### src/rtl/proc_pkg.sv
// Shared types for the REG-stage hazard/stall controller: scoreboard entry,
// forward-select encoding, controller states and small match helpers.
package proc_pkg;

  localparam int REG_W = 4;

  typedef enum logic [1:0] {
    FWD_RF  = 2'b00,
    FWD_EXE = 2'b01,
    FWD_MEM = 2'b10,
    FWD_WB  = 2'b11
  } fwd_sel_e;

  typedef enum logic {
    HSC_IDLE = 1'b0,
    HSC_BUSY = 1'b1
  } hsc_state_e;

  typedef struct packed {
    logic             valid;
    logic [REG_W-1:0] dest;
    logic             load;
    logic             mc;
  } sb_entry_t;

  // R0 is constant zero, so a read of R0 never depends on an in-flight write.
  function automatic logic sb_hit(input sb_entry_t e, input logic use_r,
                                  input logic [REG_W-1:0] r);
    return use_r && e.valid && (e.dest == r) && (r != '0);
  endfunction

  // Youngest producer wins: bit 0 = EXE, bit 1 = MEM, bit 2 = WB.
  function automatic fwd_sel_e fwd_pick(input logic [2:0] m);
    if (m[0]) return FWD_EXE;
    if (m[1]) return FWD_MEM;
    if (m[2]) return FWD_WB;
    return FWD_RF;
  endfunction

endpackage

### src/rtl/hazard_scoreboard.sv
// Three-entry in-flight destination tracker (EXE/MEM/WB) with freeze and
// bubble-insert controls, plus per-stage RAW match vectors for Ra/Rb.
module hazard_scoreboard
  import proc_pkg::*;
(
  input  logic             clk,
  input  logic             rst_n,
  input  sb_entry_t        ins,
  input  logic             freeze,
  input  logic             bubble,
  input  logic [REG_W-1:0] ra,
  input  logic [REG_W-1:0] rb,
  input  logic             use_a,
  input  logic             use_b,
  output logic             ex_load,
  output logic [2:0]       match_a,
  output logic [2:0]       match_b
);

  localparam sb_entry_t SB_EMPTY = '0;

  sb_entry_t ex, mem, wb;

  // freeze: EXE keeps the multi-cycle op, nothing new reaches MEM.
  always_ff @(posedge clk or negedge rst_n) begin
    if (!rst_n) begin
      ex  <= SB_EMPTY;
      mem <= SB_EMPTY;
      wb  <= SB_EMPTY;
    end else if (freeze) begin
      mem <= SB_EMPTY;
      wb  <= mem;
    end else begin
      ex  <= bubble ? SB_EMPTY : ins;
      mem <= ex;
      wb  <= mem;
    end
  end

  always_comb begin
    match_a = {sb_hit(wb, use_a, ra), sb_hit(mem, use_a, ra), sb_hit(ex, use_a, ra)};
    match_b = {sb_hit(wb, use_b, rb), sb_hit(mem, use_b, rb), sb_hit(ex, use_b, rb)};
  end

  assign ex_load = ex.load;

  logic unused_wb;
  assign unused_wb = ^{wb.load, wb.mc};

endmodule

### src/rtl/hazard_stall_ctrl.sv
// REG-stage hazard and stall controller: RAW stalls/bubbles, forward selects,
// and EXE hold while the multi-cycle filter unit runs. Optional forwarding
// is enabled by defining HAZARD_FORWARDING_EN.
module hazard_stall_ctrl #(
  parameter int REG_W      = proc_pkg::REG_W,
  parameter int MC_TIMEOUT = 64
) (
  input  logic             clk,
  input  logic             rst_n,
  input  logic [REG_W-1:0] i_Ra,
  input  logic [REG_W-1:0] i_Rb,
  input  logic             i_useA,
  input  logic             i_useB,
  input  logic [REG_W-1:0] i_Robj,
  input  logic             i_wr,
  input  logic             i_load,
  input  logic             i_mc,
  input  logic             i_mc_done,
  output logic             o_hold,
  output logic             o_bubble,
  output logic             o_exe_en,
  output logic [1:0]       o_fwdA,
  output logic [1:0]       o_fwdB,
  output logic             o_mc_err
);

  import proc_pkg::*;

  localparam int CW = $clog2(MC_TIMEOUT + 1);

  hsc_state_e    state, state_next;
  logic [CW-1:0] cnt;
  sb_entry_t     ins;
  logic          ex_load;
  logic [2:0]    match_a, match_b;
  logic          raw_stall, freeze, sb_bubble, timeout;

  assign ins.valid = i_wr && (i_Robj != '0);
  assign ins.dest  = i_Robj;
  assign ins.load  = i_load;
  assign ins.mc    = i_mc;

  hazard_scoreboard u_sb (
    .clk     (clk),
    .rst_n   (rst_n),
    .ins     (ins),
    .freeze  (freeze),
    .bubble  (sb_bubble),
    .ra      (i_Ra),
    .rb      (i_Rb),
    .use_a   (i_useA),
    .use_b   (i_useB),
    .ex_load (ex_load),
    .match_a (match_a),
    .match_b (match_b)
  );

`ifdef HAZARD_FORWARDING_EN
  // Only a load still in EXE cannot be forwarded; everything else bypasses.
  assign raw_stall = ex_load && (match_a[0] || match_b[0]);
  assign o_fwdA    = fwd_pick(match_a);
  assign o_fwdB    = fwd_pick(match_b);
`else
  assign raw_stall = (|match_a) || (|match_b);
  assign o_fwdA    = FWD_RF;
  assign o_fwdB    = FWD_RF;
  logic unused_load;
  assign unused_load = ex_load;
`endif

  always_ff @(posedge clk or negedge rst_n) begin
    if (!rst_n) begin
      state <= HSC_IDLE;
    end else begin
      state <= state_next;
    end
  end

  // BUSY starts on the edge the multi-cycle op is accepted into EXE.
  always_comb begin
    state_next = state;
    o_hold     = 1'b0;
    o_bubble   = 1'b0;
    o_exe_en   = 1'b0;
    freeze     = 1'b0;
    sb_bubble  = 1'b0;
    timeout    = 1'b0;
    case (state)
      HSC_IDLE: begin
        o_hold    = raw_stall;
        o_bubble  = raw_stall;
        sb_bubble = raw_stall;
        if (!raw_stall && i_mc) state_next = HSC_BUSY;
      end
      HSC_BUSY: begin
        o_hold   = 1'b1;
        o_exe_en = 1'b1;
        timeout  = (cnt == CW'(MC_TIMEOUT - 1));
        if (i_mc_done || timeout) begin
          state_next = HSC_IDLE;
          sb_bubble  = 1'b1;
        end else begin
          freeze = 1'b1;
        end
      end
      default: state_next = HSC_IDLE;
    endcase
  end

  // cnt = BUSY cycles already completed, so the MC_TIMEOUT-th cycle is the last.
  always_ff @(posedge clk or negedge rst_n) begin
    if (!rst_n) begin
      cnt      <= '0;
      o_mc_err <= 1'b0;
    end else begin
      cnt <= (state == HSC_BUSY) ? cnt + 1'b1 : '0;
      if (state == HSC_BUSY && timeout && !i_mc_done) o_mc_err <= 1'b1;
    end
  end

endmodule
### config.mk
export PLATFORM = sky130hd
export DESIGN_NAME = hazard_stall_ctrl
export DESIGN_NICKNAME = d
export VERILOG_FILES = /design/src/rtl/proc_pkg.sv /design/src/rtl/hazard_scoreboard.sv /design/src/rtl/hazard_stall_ctrl.sv
export SDC_FILE = /design/constraint.sdc
export NUM_CORES = 1
export LEC_CHECK = 0
export CORE_MARGIN = 10
export CORE_UTILIZATION = 37
export DETAILED_ROUTE_END_ITERATION = 10
export GPL_ROUTABILITY_DRIVEN = 0
export SLEW_MARGIN = 20
export SYNTH_ARGS = -nofsm -noshare
export SYNTH_HDL_FRONTEND = slang
export SYNTH_SLANG_ARGS = --single-unit
export TNS_END_PERCENT = 1
### constraint.sdc
create_clock -name clk -period 4.5 [get_ports clk]
set_input_delay 0.9 -clock clk [delete_from_list [all_inputs] [get_ports clk]]
set_output_delay 0.9 -clock clk [all_outputs]
set_load 0.005 [all_outputs]
# Word-level counts from Yosys, hierarchy flattened
# Index checks and enable logic that the tools add are counted.
[totals]
in_bits = 20
reg_bits = 26
word_cells = 64
[classes]
n_mux = 13
eq_ne = 7
n_bitwise = 1
reduce_logical = 31
n_addsub = 1
[ops]
columns = ["cell", "count"]
rows = [
  ["$eq A4 B4 Y1", 6],
  ["$logic_and A1 B1 Y1", 22],
  ["$mux W7", 3],
  ["$reduce_bool A4 Y1", 3],
  ["$add A7 B1 Y7 const B", 1],
  ["$eq A7 B6 Y1 const B", 1],
  ["$mux W1", 7],
  ["$pmux W1 S2", 3],
  ["$reduce_or A3 Y1", 2],
  ["$logic_not A1 Y1", 2],
  ["$logic_or A1 B1 Y1", 2],
  ["$not A1 Y1", 1],
]

# Logic depth before layout (Yosys ltp)
[depth]
depth_word = 9
ltp_mapped = 6
depth_no_buf = 5

# Hierarchy
# A second synthesis with hierarchy kept.
[unflattened]
hier_cells = 119
hier_area_um2 = 1291.2
[modules_own_cells]
columns = ["module", "cells_each", "n_inst", "area_per_inst_um2"]
rows = [
  ["hazard_scoreboard", 72, 1, 818.3],
  ["hazard_stall_ctrl", 47, 1, 473.0],
]

# Least setup slack after synthesis
# Ideal clock, no wire load.
[synth_timing]
path_type = "input to output"
from = "input i_Rb[0]"
to = "output o_hold"
slack_ns = 1.432
arrival_time_ns = 2.168
path_stages = 5
required_time_ns = 3.600
cell_sequence = "o41a_1 > nand3_1 > nor4_1 > or3_1 > or3_1"
[synth_between]
elab_chain_len = 6
[synth_lines]
columns = ["element", "line", "text"]
rows = [
  ["start: declaration", "hazard_stall_ctrl.sv:11", "input logic [REG_W-1:0] i_Rb,"],
  ["$eq A4 B4 Y1", "proc_pkg.sv:29", "return use_r && e.valid && (e.dest == r) && (r != '0);"],
  ["$logic_and A1 B1 Y1 (2 in series)", "proc_pkg.sv:29", ""],
  ["$reduce_or A3 Y1 (*)", "hazard_stall_ctrl.sv:64", "assign raw_stall = (|match_a) || (|match_b);"],
  ["$logic_or A1 B1 Y1 (*)", "hazard_stall_ctrl.sv:64", ""],
  ["$pmux W1 S2 (*)", "hazard_stall_ctrl.sv:88", "case (state)"],
  ["end: declaration", "hazard_stall_ctrl.sv:19", "output logic o_hold,"],
]
# Mark *: on every way between the ends. The rest lies on a longest branch, timed or not.

# Worst setup path in the final report
# Ends and elaborated chain as after synthesis.

==> results.py <==
metrics = {
    "clocking": {
        "cts_hold_buffers": 0,
        "cts_tree": "done",
        "cts_inserted_buffers": 3,
        "clkTransAtPathRegs_ns": 0.13,
        "cts_sinks": 24,
        "root_buffer": "clkbuf_4",
        "cts_setup_buffers": 0,
        "worstSkewPairLatency_ns": 0.30,
        "ctsLongestPathBuffers": 2,
        "cts_resized": 0,
        "h-tree-depth": 1,
    },
    "global_route": {
        "grtUsageTotal": 0.0900,
        "grt_pass1_wl_um": 4570,
        "grt_max_degree": 25,
        "grt_pass1_vias": 966,
        "gr-total-overflow": 0,
        "grt_antenna_before_repair": 0,
    },
    "final_layout": {
        "nFillCells": 340,
        "n_antenna_cell": 0,
        "regArea_um2": 601,
        "syn_to_final_growth_pct": 23.5,
        "final_nets": 164,
        "fin_util": 0.471,
        "multi_input_area_um2": 643,
        "layout-drive-gt1-share": 0.0423,
    },
    "placement": {
        "portBuffers": 22,
        "dp_hpwl_um": 2170,
        "post-place-ws_ns": 0.298,
    },
    "die": {
        "core_um2": 3340,
        "ioPinCount": 28,
        "die_y_um": 78.7,
        "die_area_um2": 6190,
        "rows": 21,
        "initial_core_util": 0.382,
        "die_x_um": 78.7,
    },
    "worst_setup_path": {
        "crit_buf_inv": 2,
        "crit_fanout": 4,
        "path_cells": "clkdlybuf4s50_1 -> o41a_1 -> nand3_1 -> nor4_1 -> or3_1 -> or3_1 -> clkdlybuf4s50_1",
        "crit_required_ns": 3.60,
        "regToRegStartpoint": "u_sb.wb[2]$_DFF_PN0_",
        "startpoint": "i_Rb[0]",
        "cp.arrival_ns": 3.31,
        "cp.depth": 7,
        "cp-start-kind": "input port",
        "cp_slowest_stage_delay_ns": 0.51,
        "crit_path_end_kind": "output pin",
        "reg2reg_depth": 4,
        "cpLargestDelayFamily": "buffers and inverters",
        "path_class": "input port to output pin",
        "slowest_stage": "clkdlybuf4s50_1",
    },
    "power_and_ir_drop": {
        "clkPwrFrac": 0.245,
        "power.internal_mw": 0.444,
        "pwr-share-seq": 0.504,
        "p_sw_frac": 0.284,
        "power_mw": 0.620,
        "power.share.combinational": 0.252,
        "powerDensity_nw_per_um2": 394,
        "ir_drop_mv": 0.210,
        "switchingPower_mw": 0.176,
        "leakage_nw": 0.661,
    },
    "route": {
        "drc": 0,
        "wl_um": 2680,
        "ant_nets": 0,
        "drt_iter0_markers": 35,
        "detail_route.first_pass.iterations": 4,
        "viasPerCell": 4.90,
        "num_vias": 922,
        "routedWlPerCell_um": 14.3,
    },
    "synth": {
        "synthCells": 119,
        "yosys_register_bits": 24,
        "synth.yosys.seq_area_share": 0.472,
        "synthTopCellsByArea": "dfrtp_1, xnor2_1, xor2_1",
        "yosysWarnings": 0,
        "synth.top_cell.area_share": 0.472,
        "syn_avg_cell_area_um2": 10.7,
        "synth_cell_types": 26,
        "syn_area_um2": 1270,
        "synth_top_area_cell": "dfrtp_1",
    },
    "sta": {
        "slew_violations": 0,
        "max_freq_mhz": 238,
        "worst_slack_ns": 0.290,
        "max_slew_margin": 0.647,
        "clock_skew_ns": 0.00135,
        "worstMarginPinSlew_ns": 0.524,
        "min_period_ns": 4.21,
        "setup_violations": 0,
        "hold_viol": 0,
        "rsz0062_at_grt": "no",
        "fin_setup_tns_ns": 0,
        "finalCritPeriodShare": 0.935,
    },
    "worst_hold_path": {
        "hp-class": "flip-flop to flip-flop",
        "min_from": "u_sb.mem[6]$_DFF_PN0_",
        "hold_depth": 0,
    },
    "run_status": {
        "status": "finished, final reports clean",
    },
    "run": {
        "max-cap-violations": 0,
    },
}
## layout make-up
cell class	instances	share of cell area
clock buffer	3	0.0143
inverter	1	0.00239
clock inverter	1	0.0191
sequential	24	0.382
multi-input combinational	91	0.409
timing repair buffer	22	0.137
tap	46	0.0366
## cells by family (layout without fill, tap and decap cells)
kind of cell	count (synthesis)	in the layout	share of synthesized area
AND/OR/NAND/NOR	43	43	0.193
other	1	4	0.00294
buffers and inverters	7	27	0.0324
XOR/XNOR	27	27	0.186
AO/OA/AOI/OAI	16	16	0.105
flip-flops	24	24	0.472
adder cells (fa/ha/maj)	1	1	0.00982
## state kept, by name, indices dropped and copies added, names as in the netlist
signal	flops
cnt	7
o_mc_err	1
u_sb.wb	5
u_sb.mem	5
u_sb.ex	5
state	1
## stage by stage
| step | hold slack (ns) | cell area, µm² | std cells |
|---|---|---|---|
| 4_1_cts | 0.422 | 1580 | 188 |
| 2_1_floorplan | 0.373 | 1280 | 122 |
| 3_3_place_gp | 0.394 | 1530 | 184 |
| 5_1_grt | 0.444 | 1570 | 188 |
| 6_report | 0.431 | 1570 | 188 |
| 3_5_place_dp | 0.393 | 1530 | 184 |
## power groups by stage
stage	sequential, mW	combinational, mW	clock [mW]
after CTS	0.314	0.159	0.156
after detailed placement	0.319	0.158	0
after global placement	0.317	0.155	0
after floorplan	0.302	0.112	0
after global routing	0.323	0.175	0.166
final	0.312	0.156	0.152
## Yosys cell counts
| cell | number |
|---|---|
| buf_4 | 4 |
| nor4_1 | 2 |
| and2_1 | 11 |
| ha_1 | 1 |
| inv_1 | 1 |
| nor3_2 | 1 |
| nand3_1 | 9 |
| buf_1 | 2 |
| a21oi_1 | 1 |
| dfrtp_1 | 24 |
| a21o_1 | 1 |
| a32o_1 | 5 |
| nand4_1 | 2 |
| nand2_1 | 4 |
| o41ai_1 | 2 |
| nor2b_1 | 6 |
| nor2_1 | 1 |
| o41a_1 | 2 |
| or3_1 | 4 |
| a21boi_0 | 2 |
| conb_1 | 1 |
| xor2_1 | 13 |
| xnor2_1 | 14 |
| o21ai_0 | 2 |
| nor3_1 | 3 |
| o22ai_1 | 1 |
## metal layers
metal	track usage	share of wire
met1	0.116	0.50
met2	0.137	0.43
met3	0.0308	0.060
met4	0.0323	0.0082
met5	0	0
## worst paths after layout
path / endpoint / slack (ns)
setup reg to reg: u_sb.ex[5]$_DFFE_PN0N_ / 2.85
hold reg to reg: u_sb.wb[6]$_DFF_PN0_ / 0.43
min in group asynchronous: u_sb.wb[6]$_DFF_PN0_ / 0.54
hold / removal: u_sb.wb[6]$_DFF_PN0_ / 0.43
max in group asynchronous: u_sb.wb[4]$_DFF_PN0_ / 3.61
setup / recovery: o_hold / 0.29
## layout by cell type (no fill, tap or decap), drive strengths merged, types with 2 or more instances in the layout
master,Yosys,layout
nor3,4,4
a32o,5,5
dfrtp,24,24
o21ai,2,2
and2,11,11
nor4,2,2
o41ai,2,2
or3,4,4
clkdlybuf4s50,0,21
nand2,4,4
conb,1,4
o41a,2,2
a21boi,2,2
clkbuf,0,3
nand4,2,2
xnor2,14,14
nand3,9,9
nor2b,6,6
xor2,13,13
Note: power is estimated with default switching activity, not from simulation.
